### src/rtl/key_debounce.sv
// Per-key push-button debouncer: 2-flop synchronizer, shared sample-tick prescaler,
// and one debounce FSM per key. Define KEY_REPEAT_EN to add auto-repeat pulses.
module key_debounce #(
  parameter int unsigned NUM_KEYS        = 2,
  parameter int unsigned TICK_DIV        = 64,
  parameter int unsigned DEBOUNCE_TICKS  = 20,
  parameter int unsigned REPEAT_DELAY    = 500,
  parameter int unsigned REPEAT_RATE     = 100,
  parameter bit          KEY_ACTIVE_HIGH = 1'b1
) (
  input  logic                clock,
  input  logic                reset,
  input  logic [NUM_KEYS-1:0] key_raw,
  output logic [NUM_KEYS-1:0] key_level,
  output logic [NUM_KEYS-1:0] key_down,
  output logic [NUM_KEYS-1:0] key_up,
  output logic [NUM_KEYS-1:0] key_repeat
);

  localparam int unsigned MaxDr    = (DEBOUNCE_TICKS > REPEAT_DELAY) ? DEBOUNCE_TICKS
                                                                     : REPEAT_DELAY;
  localparam int unsigned MaxTicks = (MaxDr > REPEAT_RATE) ? MaxDr : REPEAT_RATE;
  localparam int unsigned CntW     = $clog2(MaxTicks + 1);
  localparam int unsigned DivW     = (TICK_DIV > 1) ? $clog2(TICK_DIV) : 1;

  // Raw pin level of a released key; synchronizer resets here so reset never fakes a press.
  localparam logic [NUM_KEYS-1:0] RawIdle = KEY_ACTIVE_HIGH ? '0 : '1;

  typedef enum logic [1:0] {StReleased, StPressChk, StPressed, StRelChk} state_e;

  logic [NUM_KEYS-1:0] sync1_q, sync2_q, pressed;
  logic [DivW-1:0]     div_q;
  logic                tick;

  always_ff @(posedge clock) begin
    if (!reset) begin
      sync1_q <= RawIdle;
      sync2_q <= RawIdle;
    end else begin
      sync1_q <= key_raw;
      sync2_q <= sync1_q;
    end
  end

  assign pressed = KEY_ACTIVE_HIGH ? sync2_q : ~sync2_q;
  assign tick    = (div_q == DivW'(TICK_DIV - 1));

  always_ff @(posedge clock) begin
    if (!reset) begin
      div_q <= '0;
    end else if (tick) begin
      div_q <= '0;
    end else begin
      div_q <= div_q + DivW'(1);
    end
  end

  for (genvar i = 0; i < NUM_KEYS; i++) begin : g_key
    state_e          state_q;
    logic [CntW-1:0] cnt_q;
    logic [CntW-1:0] cnt_inc;
    logic            level_q, down_q, up_q;
`ifdef KEY_REPEAT_EN
    logic            rep_started_q, rpt_q;
`endif

    assign cnt_inc = cnt_q + CntW'(1);

    always_ff @(posedge clock) begin
      if (!reset) begin
        state_q <= StReleased;
        cnt_q   <= '0;
        level_q <= 1'b0;
        down_q  <= 1'b0;
        up_q    <= 1'b0;
`ifdef KEY_REPEAT_EN
        rep_started_q <= 1'b0;
        rpt_q         <= 1'b0;
`endif
      end else begin
        down_q <= 1'b0;
        up_q   <= 1'b0;
`ifdef KEY_REPEAT_EN
        rpt_q  <= 1'b0;
`endif
        if (tick) begin
          unique case (state_q)
            StReleased: begin
              if (pressed[i]) begin
                state_q <= StPressChk;
                cnt_q   <= CntW'(1);
              end
            end
            StPressChk: begin
              if (!pressed[i]) begin
                state_q <= StReleased;
                cnt_q   <= '0;
              end else if (cnt_inc >= CntW'(DEBOUNCE_TICKS)) begin
                state_q <= StPressed;
                level_q <= 1'b1;
                down_q  <= 1'b1;
                cnt_q   <= '0;
`ifdef KEY_REPEAT_EN
                rep_started_q <= 1'b0;
`endif
              end else begin
                cnt_q <= cnt_inc;
              end
            end
            StPressed: begin
              if (!pressed[i]) begin
                state_q <= StRelChk;
                cnt_q   <= CntW'(1);
              end
`ifdef KEY_REPEAT_EN
              // First repeat waits REPEAT_DELAY ticks, later ones REPEAT_RATE ticks.
              else if (cnt_inc >= (rep_started_q ? CntW'(REPEAT_RATE)
                                                 : CntW'(REPEAT_DELAY))) begin
                down_q        <= 1'b1;
                rpt_q         <= 1'b1;
                rep_started_q <= 1'b1;
                cnt_q         <= '0;
              end else begin
                cnt_q <= cnt_inc;
              end
`endif
            end
            StRelChk: begin
              if (pressed[i]) begin
                state_q <= StPressed;
                cnt_q   <= '0;
`ifdef KEY_REPEAT_EN
                rep_started_q <= 1'b0;
`endif
              end else if (cnt_inc >= CntW'(DEBOUNCE_TICKS)) begin
                state_q <= StReleased;
                level_q <= 1'b0;
                up_q    <= 1'b1;
                cnt_q   <= '0;
              end else begin
                cnt_q <= cnt_inc;
              end
            end
            default: begin
              state_q <= StReleased;
              cnt_q   <= '0;
            end
          endcase
        end
      end
    end

    assign key_level[i] = level_q;
    assign key_down[i]  = down_q;
    assign key_up[i]    = up_q;
`ifdef KEY_REPEAT_EN
    assign key_repeat[i] = rpt_q;
`endif
  end

`ifndef KEY_REPEAT_EN
  assign key_repeat = '0;
`endif

endmodule

### config.mk
export PLATFORM = sky130hd
export DESIGN_NAME = key_debounce
export DESIGN_NICKNAME = d
export VERILOG_FILES = /design/src/rtl/key_debounce.sv
export SDC_FILE = /design/constraint.sdc
export NUM_CORES = 1
export LEC_CHECK = 0
export BUFFER_PORTS_ARGS = -buffer_cell sky130_fd_sc_hd__buf_2
export CAP_MARGIN = 20
export CORE_ASPECT_RATIO = 1.5
export CORE_MARGIN = 5
export CORE_UTILIZATION = 32
export DETAILED_ROUTE_END_ITERATION = 10
export MAX_ROUTING_LAYER = met4
export SKIP_CTS_REPAIR_TIMING = 1
export SYNTH_ARGS = -nofsm -noshare
export SYNTH_HDL_FRONTEND = slang
export SYNTH_SLANG_ARGS = --single-unit
### constraint.sdc
create_clock -name clock -period 3.76 [get_ports clock]
set_input_delay 0.752 -clock clock [delete_from_list [all_inputs] [get_ports clock]]
set_output_delay 0.752 -clock clock [all_outputs]
set_load 0.05 [all_outputs]
# == Word level (Yosys, flattened, before mapping) ==
# Index checks and enable logic that the tools add are counted.
# totals
ram_bits,0
latchBits,0
memories,0
in_bits,4
out_inout_bits,8
romBits,0
wordCells,98
ff_bits,38
# classes
reduce_logical,15
mul,0
bitwise_logic,4
n_lt_le_gt_ge,2
div,0
n_eq_ne,23
muxes,38
addsub,3
shifts,0
# ops
op,n
9-bit 2-to-1 mux,10
9-bit one-hot mux with 4 select lines,2
2-bit 2-to-1 mux,12
"2-bit inequality test, second input constant",12
"9-bit by 1-bit adder with 9-bit output, second input constant",2
"9-bit by 5-bit greater-or-equal comparator with 1-bit output, second input constant",2
2-bit one-hot mux with 4 select lines,2
"3-bit inequality test, second input constant",4
6-bit AND reduction,2
1-bit 2-to-1 mux,10
5-bit AND reduction,2
"2-bit equality test, second input constant",4
4-bit AND reduction,2
4-bit OR reduction,2
"6-bit by 1-bit adder with 6-bit output, second input constant",1
"6-bit equality test, second input constant",1
3-bit AND reduction,2
"2-bit by 1-bit equality test with 1-bit output, second input constant",2
2-bit zero test,2
1-bit inverter,4
1-bit one-hot mux with 2 select lines,2
2-bit nonzero test,2
2-bit OR reduction,1

# == Depth between registers and ports, before layout ==
# logic_depth
word_depth,5
ltp_mapped,7

# == Least setup slack after synthesis ==
# OpenSTA, ideal clock, no wires.
# synth_path
kind,register to register
from,reg g_key[0].cnt_q[0]
to,reg g_key[0].cnt_q[0]
required_ns,3.687
setup_slack_ns,1.699
stages_incl_launch_ff,8
arrival_time_ns,1.988
setup_ns,0.073
period_less_slack_ns,2.061
path_buffers,0
cell_sequence,dfxtp_1 -> ha_1 -> or2_2 -> a41o_2 -> a31o_1 -> a211o_1 -> o211a_1 -> nor3_2
# synth_via
elab_chain_len,5
word_cells_on_any_way,6
# synth_lines
item,line_no,rtl
start: declaration,60,logic [CntW-1:0] cnt_q;
start signal: assignment,91,cnt_q <= CntW'(1);
start signal: assignment,107,cnt_q <= cnt_inc;
start signal: assignment,113,cnt_q <= CntW'(1);
9-bit by 1-bit adder with 9-bit output (*),67,assign cnt_inc = cnt_q + CntW'(1);
9-bit by 5-bit greater-or-equal comparator with 1-bit output,"98, 135",
9-bit 2-to-1 mux (*),"98, 135",
9-bit 2-to-1 mux (on tied branches),"129, 95",
9-bit one-hot mux with 4 select lines (*),87,unique case (state_q)
# Mark *: on every way between the ends. The rest lies on a longest branch, timed or not.
# A chain may end at the register's enable or synchronous reset.

# == Final worst setup path ==
# layout_path
from,reg g_key[0].cnt_q[0]
to,reg g_key[0].state_q[0]
# layout_via
elab_chain_len,4
word_cells_on_any_way,5
# layout_lines
item,line_no,rtl
9-bit by 1-bit adder with 9-bit output (*),67,
9-bit by 5-bit greater-or-equal comparator with 1-bit output (*),"98, 135",
3-bit inequality test (no source line),n/a,
5-bit AND reduction (no source line) (*),n/a,
end signal: assignment,71,state_q <= StReleased;
end signal: assignment,99,state_q <= StPressed;
end signal: assignment,136,state_q <= StReleased;
end: declaration,59,state_e state_q;
# Marks and branches as above.

==> results by group <==
Clock network
  • Root buffer cell: sky130_fd_sc_hd__clkbuf_8
  • Num CTS Buffers: 5
  • Number of sinks driven by the clock tree: 38
  • Clock slew seen by the registers of the worst setup and hold paths: 70 ps
  • Clk Latency, worst-skew pair: 290 ps
  • CTS HTree Levels: 2
  • CTS max path bufs: 2
  • Clock tree from TritonCTS: yes

Layout
  • Fraction of layout cells with a size suffix above 1: 10.91%
  • Post-layout utilization of the core: 35.29%
  • Signed area change from the synthesized netlist to the final layout: 8.869%
  • Number of filler cells placed in the layout: 612
  • Fin nets: 228
  • Number of diodes: 0

STA
  • Transition time at the pin with the least slew margin: 620.5 ps
  • Final critical-path share of the clock period: 61.43%
  • Endpoints failing hold: 0
  • Final Slew Violations: 0
  • Fin Setup TNS: 0 ps
  • Setup-violating endpoint count in the final report: 0
  • RSZ-0062 raised after global routing: no
  • Headroom to the max-slew limit: 58.28%
  • Peak Freq: 0.4329 GHz
  • Worst setup skew after layout: 13.49 ps
  • Fin crit period: 2310 ps

Drt
  • Iteration-0 DRC Markers: 74
  • Drt wl/cell: 12.16 um
  • Number of antenna-violating nets in the routed design: 0
  • Drt pass-1 iters: 4
  • Vias per std cell: 5.010
  • Routed vias: 1463
  • Final routed DRC violation total: 0
  • DRT Wirelength: 3.552 mm

Floorplanning
  • Number of placement rows: 34
  • Die extent in y: 103.1 um
  • Initial standard-cell utilization of the core: 32.42%
  • Horizontal extent of the die: 72.05 um
  • Die area: 7426 um^2
  • Number of top-level pins: 12
  • Core area: 5700 um^2

Pwr
  • Maximum ir drop on the vdd rail: 0.2024 mV
  • Power density cells: 392.9 nW/um^2
  • Final total power: 0.7905 mW
  • Leakage Power: 0.8040 nW

Flow run
  • Max cap viols: 0

Synthesis
  • Sequential share of the synthesized area: 41.16%
  • Number of enable-type register cells in the synthesized netlist: 0
  • Async set-reset flop share out of synthesis: 0%
  • Number of warning messages in the yosys log: 0
  • Cells after synthesis: 215
  • Synth Register Bits: 38
  • Synthesized area: 1848 um^2
  • Most instantiated flip-flop cell in the synthesis netlist: sky130_fd_sc_hd__dfxtp_1
  • Avg Synthesized Cell Area: 8.595 um^2
  • Count of cell types in the netlist: 49

Global routing
  • Remaining Overflow, GRT: 0
  • Largest net degree at the start of global routing: 19
  • Wire length of the first global-routing pass: 6.341 mm
  • Initial antenna violation count: 0
  • Vias in the first global route: 1392
  • Overall track demand over capacity in global routing: 11.14%

Setup path
  • Worst path required time: 3980 ps
  • Slowest cell delay on critical path: 410 ps
  • CP Max Fanout: 9
  • Startpoint kind of the worst setup timing path: register
  • Crit path DAT: 2520 ps
  • Critical-path cell list: ha_1 -> or2_2 -> a41o_2 -> a31o_1 -> a211oi_1 -> o211ai_1 -> a21oi_1
  • Critical path class: register to register
  • Slowest library cell on the worst path: sky130_fd_sc_hd__dfxtp_1
  • Critical Path End Type: register

Outcome
  • Outcome: finished, final reports clean

Placed design
  • Detail Placement HPWL: 2.544 mm
  • Port Buffer Count: 9
  • Final Wtd Congestion: 0.7939

Hold path
  • Hold WC Path Type: register to register
## sequential cells by signal, indices dropped and copies added (netlist names), named ones only
register and count:
div_q 6, sync1_q 2, g_key.state_q 2, g_key.level_q 2
g_key.down_q 2, g_key.cnt_q 18, g_key.up_q 2, pressed 2
## per-stage QoR
step / hold slack (ps) / setup WS (ps) / area, um^2 / cells
after floorplan: 411.9 / 1699 / 1852 / 216
after global placement: 415.2 / 1489 / 1906 / 284
after detailed placement: 421.7 / 1454 / 1906 / 284
after CTS: 442.1 / 1436 / 2012 / 292
after global routing: 454.1 / 1240 / 2012 / 292
final: 436.7 / 1450 / 2012 / 292
## layer usage
metal / track usage (%) / share of wire (%) / up-vias
met5: - / 0 / -
met2: 20.04 / 53 / 16
met1: 11.29 / 42 / 677
li1: - / - / 764
met4: 5.065 / 1.8 / 0
met3: 2.732 / 3.0 / 6
## layout by cell type, fill, tap and decap left out, types with 4 or more instances in the layout
| master | Yosys | routed |
|---|---|---|
| sky130_fd_sc_hd__o211ai_1 | 4 | 4 |
| sky130_fd_sc_hd__nand2_1 | 19 | 19 |
| sky130_fd_sc_hd__nor2_1 | 16 | 16 |
| sky130_fd_sc_hd__a21oi_1 | 10 | 10 |
| sky130_fd_sc_hd__nor3_1 | 5 | 5 |
| sky130_fd_sc_hd__inv_1 | 10 | 10 |
| sky130_fd_sc_hd__and2_1 | 10 | 10 |
| sky130_fd_sc_hd__o21ai_0 | 5 | 5 |
| sky130_fd_sc_hd__a31oi_1 | 4 | 4 |
| sky130_fd_sc_hd__xnor2_1 | 4 | 4 |
| sky130_fd_sc_hd__and3_1 | 8 | 8 |
| sky130_fd_sc_hd__xor2_1 | 5 | 5 |
| sky130_fd_sc_hd__ha_1 | 5 | 5 |
| sky130_fd_sc_hd__dfxtp_1 | 38 | 38 |
| sky130_fd_sc_hd__clkbuf_8 | 0 | 5 |
| sky130_fd_sc_hd__nand3_1 | 14 | 14 |
| sky130_fd_sc_hd__buf_2 | 1 | 9 |
## layout make-up
| type | instances | area, um^2 | area share, % |
|---|---|---|---|
| Clock buffer | 7 | 76.32 | 3.794 |
| Clock inverter | 1 | 30.03 | 1.493 |
| Inverter | 10 | 37.54 | 1.866 |
| Multi-Input combinational cell | 155 | 972.2 | 48.32 |
| Sequential cell | 38 | 760.7 | 37.81 |
| Tap cell | 72 | 90.09 | 4.478 |
| Timing Repair Buffer | 9 | 45.04 | 2.239 |
## where the power goes
part           leakage (nW)  internal, mW  total (mW)  switching [mW]
clock network        0.0524         0.199       0.338           0.139
logic                 0.444       0.00953      0.0380          0.0284
registers             0.308         0.410       0.415         0.00518
total                 0.804         0.618       0.791           0.173
## cell usage after synthesis, types with 2 or more instances
master	count	area share, %
sky130_fd_sc_hd__o21ai_1	2	0.54
sky130_fd_sc_hd__and4_1	2	0.95
sky130_fd_sc_hd__nand3_1	14	3.8
sky130_fd_sc_hd__o31ai_1	3	1.2
sky130_fd_sc_hd__nand3b_1	3	1.2
sky130_fd_sc_hd__a21oi_1	10	2.7
sky130_fd_sc_hd__a31oi_1	4	1.4
sky130_fd_sc_hd__dfxtp_1	38	41
sky130_fd_sc_hd__and3_1	8	2.7
sky130_fd_sc_hd__or3_1	3	1.0
sky130_fd_sc_hd__clkbuf_1	3	0.61
sky130_fd_sc_hd__a211oi_1	3	1.2
sky130_fd_sc_hd__nor4_1	3	1.0
sky130_fd_sc_hd__o211ai_1	4	1.6
sky130_fd_sc_hd__nor3_1	5	1.4
sky130_fd_sc_hd__nand2_1	19	3.9
sky130_fd_sc_hd__a211o_1	2	0.95
sky130_fd_sc_hd__inv_1	10	2.0
sky130_fd_sc_hd__ha_1	5	3.4
sky130_fd_sc_hd__o21ai_0	5	1.4
sky130_fd_sc_hd__and2_1	10	3.4
sky130_fd_sc_hd__buf_4	8	3.2
sky130_fd_sc_hd__xor2_1	5	2.4
sky130_fd_sc_hd__nand4_1	3	1.0
sky130_fd_sc_hd__nor2_1	16	3.2
sky130_fd_sc_hd__xnor2_1	4	1.9
## logic make-up after synthesis
group	synth area share, %
other cells	0.2029
compound gates	16.11
buf+inv	6.432
xor+xnor	4.265
flops	41.16
simple gates	28.44
fa+ha+maj	3.385
## worst max-delay path: cells and delay by family, from the launching register on
family	cells	cell delay, ps
compound gates	5	1200
flops	1	410
simple gates	1	300
fa+ha+maj	1	320
## path summary, 6_finish.rpt
| check | startpoint | slack (ps) | end | cells after the start |
|---|---|---|---|---|
| setup / recovery | g_key[0].cnt_q[0]$_SDFFE_PN0P_ | 1450 | g_key[0].state_q[0]$_SDFFE_PN0P_ | 7 |
| hold / removal | sync1_q[0]$_SDFF_PN0_ | 440 | pressed[0]$_SDFF_PN0_ | 1 |
| setup reg to reg | g_key[0].cnt_q[0]$_SDFFE_PN0P_ | 1450 | g_key[0].state_q[0]$_SDFFE_PN0P_ | 7 |
| hold reg to reg | sync1_q[0]$_SDFF_PN0_ | 440 | pressed[0]$_SDFF_PN0_ | 1 |
(Power assumes the default switching activity.)
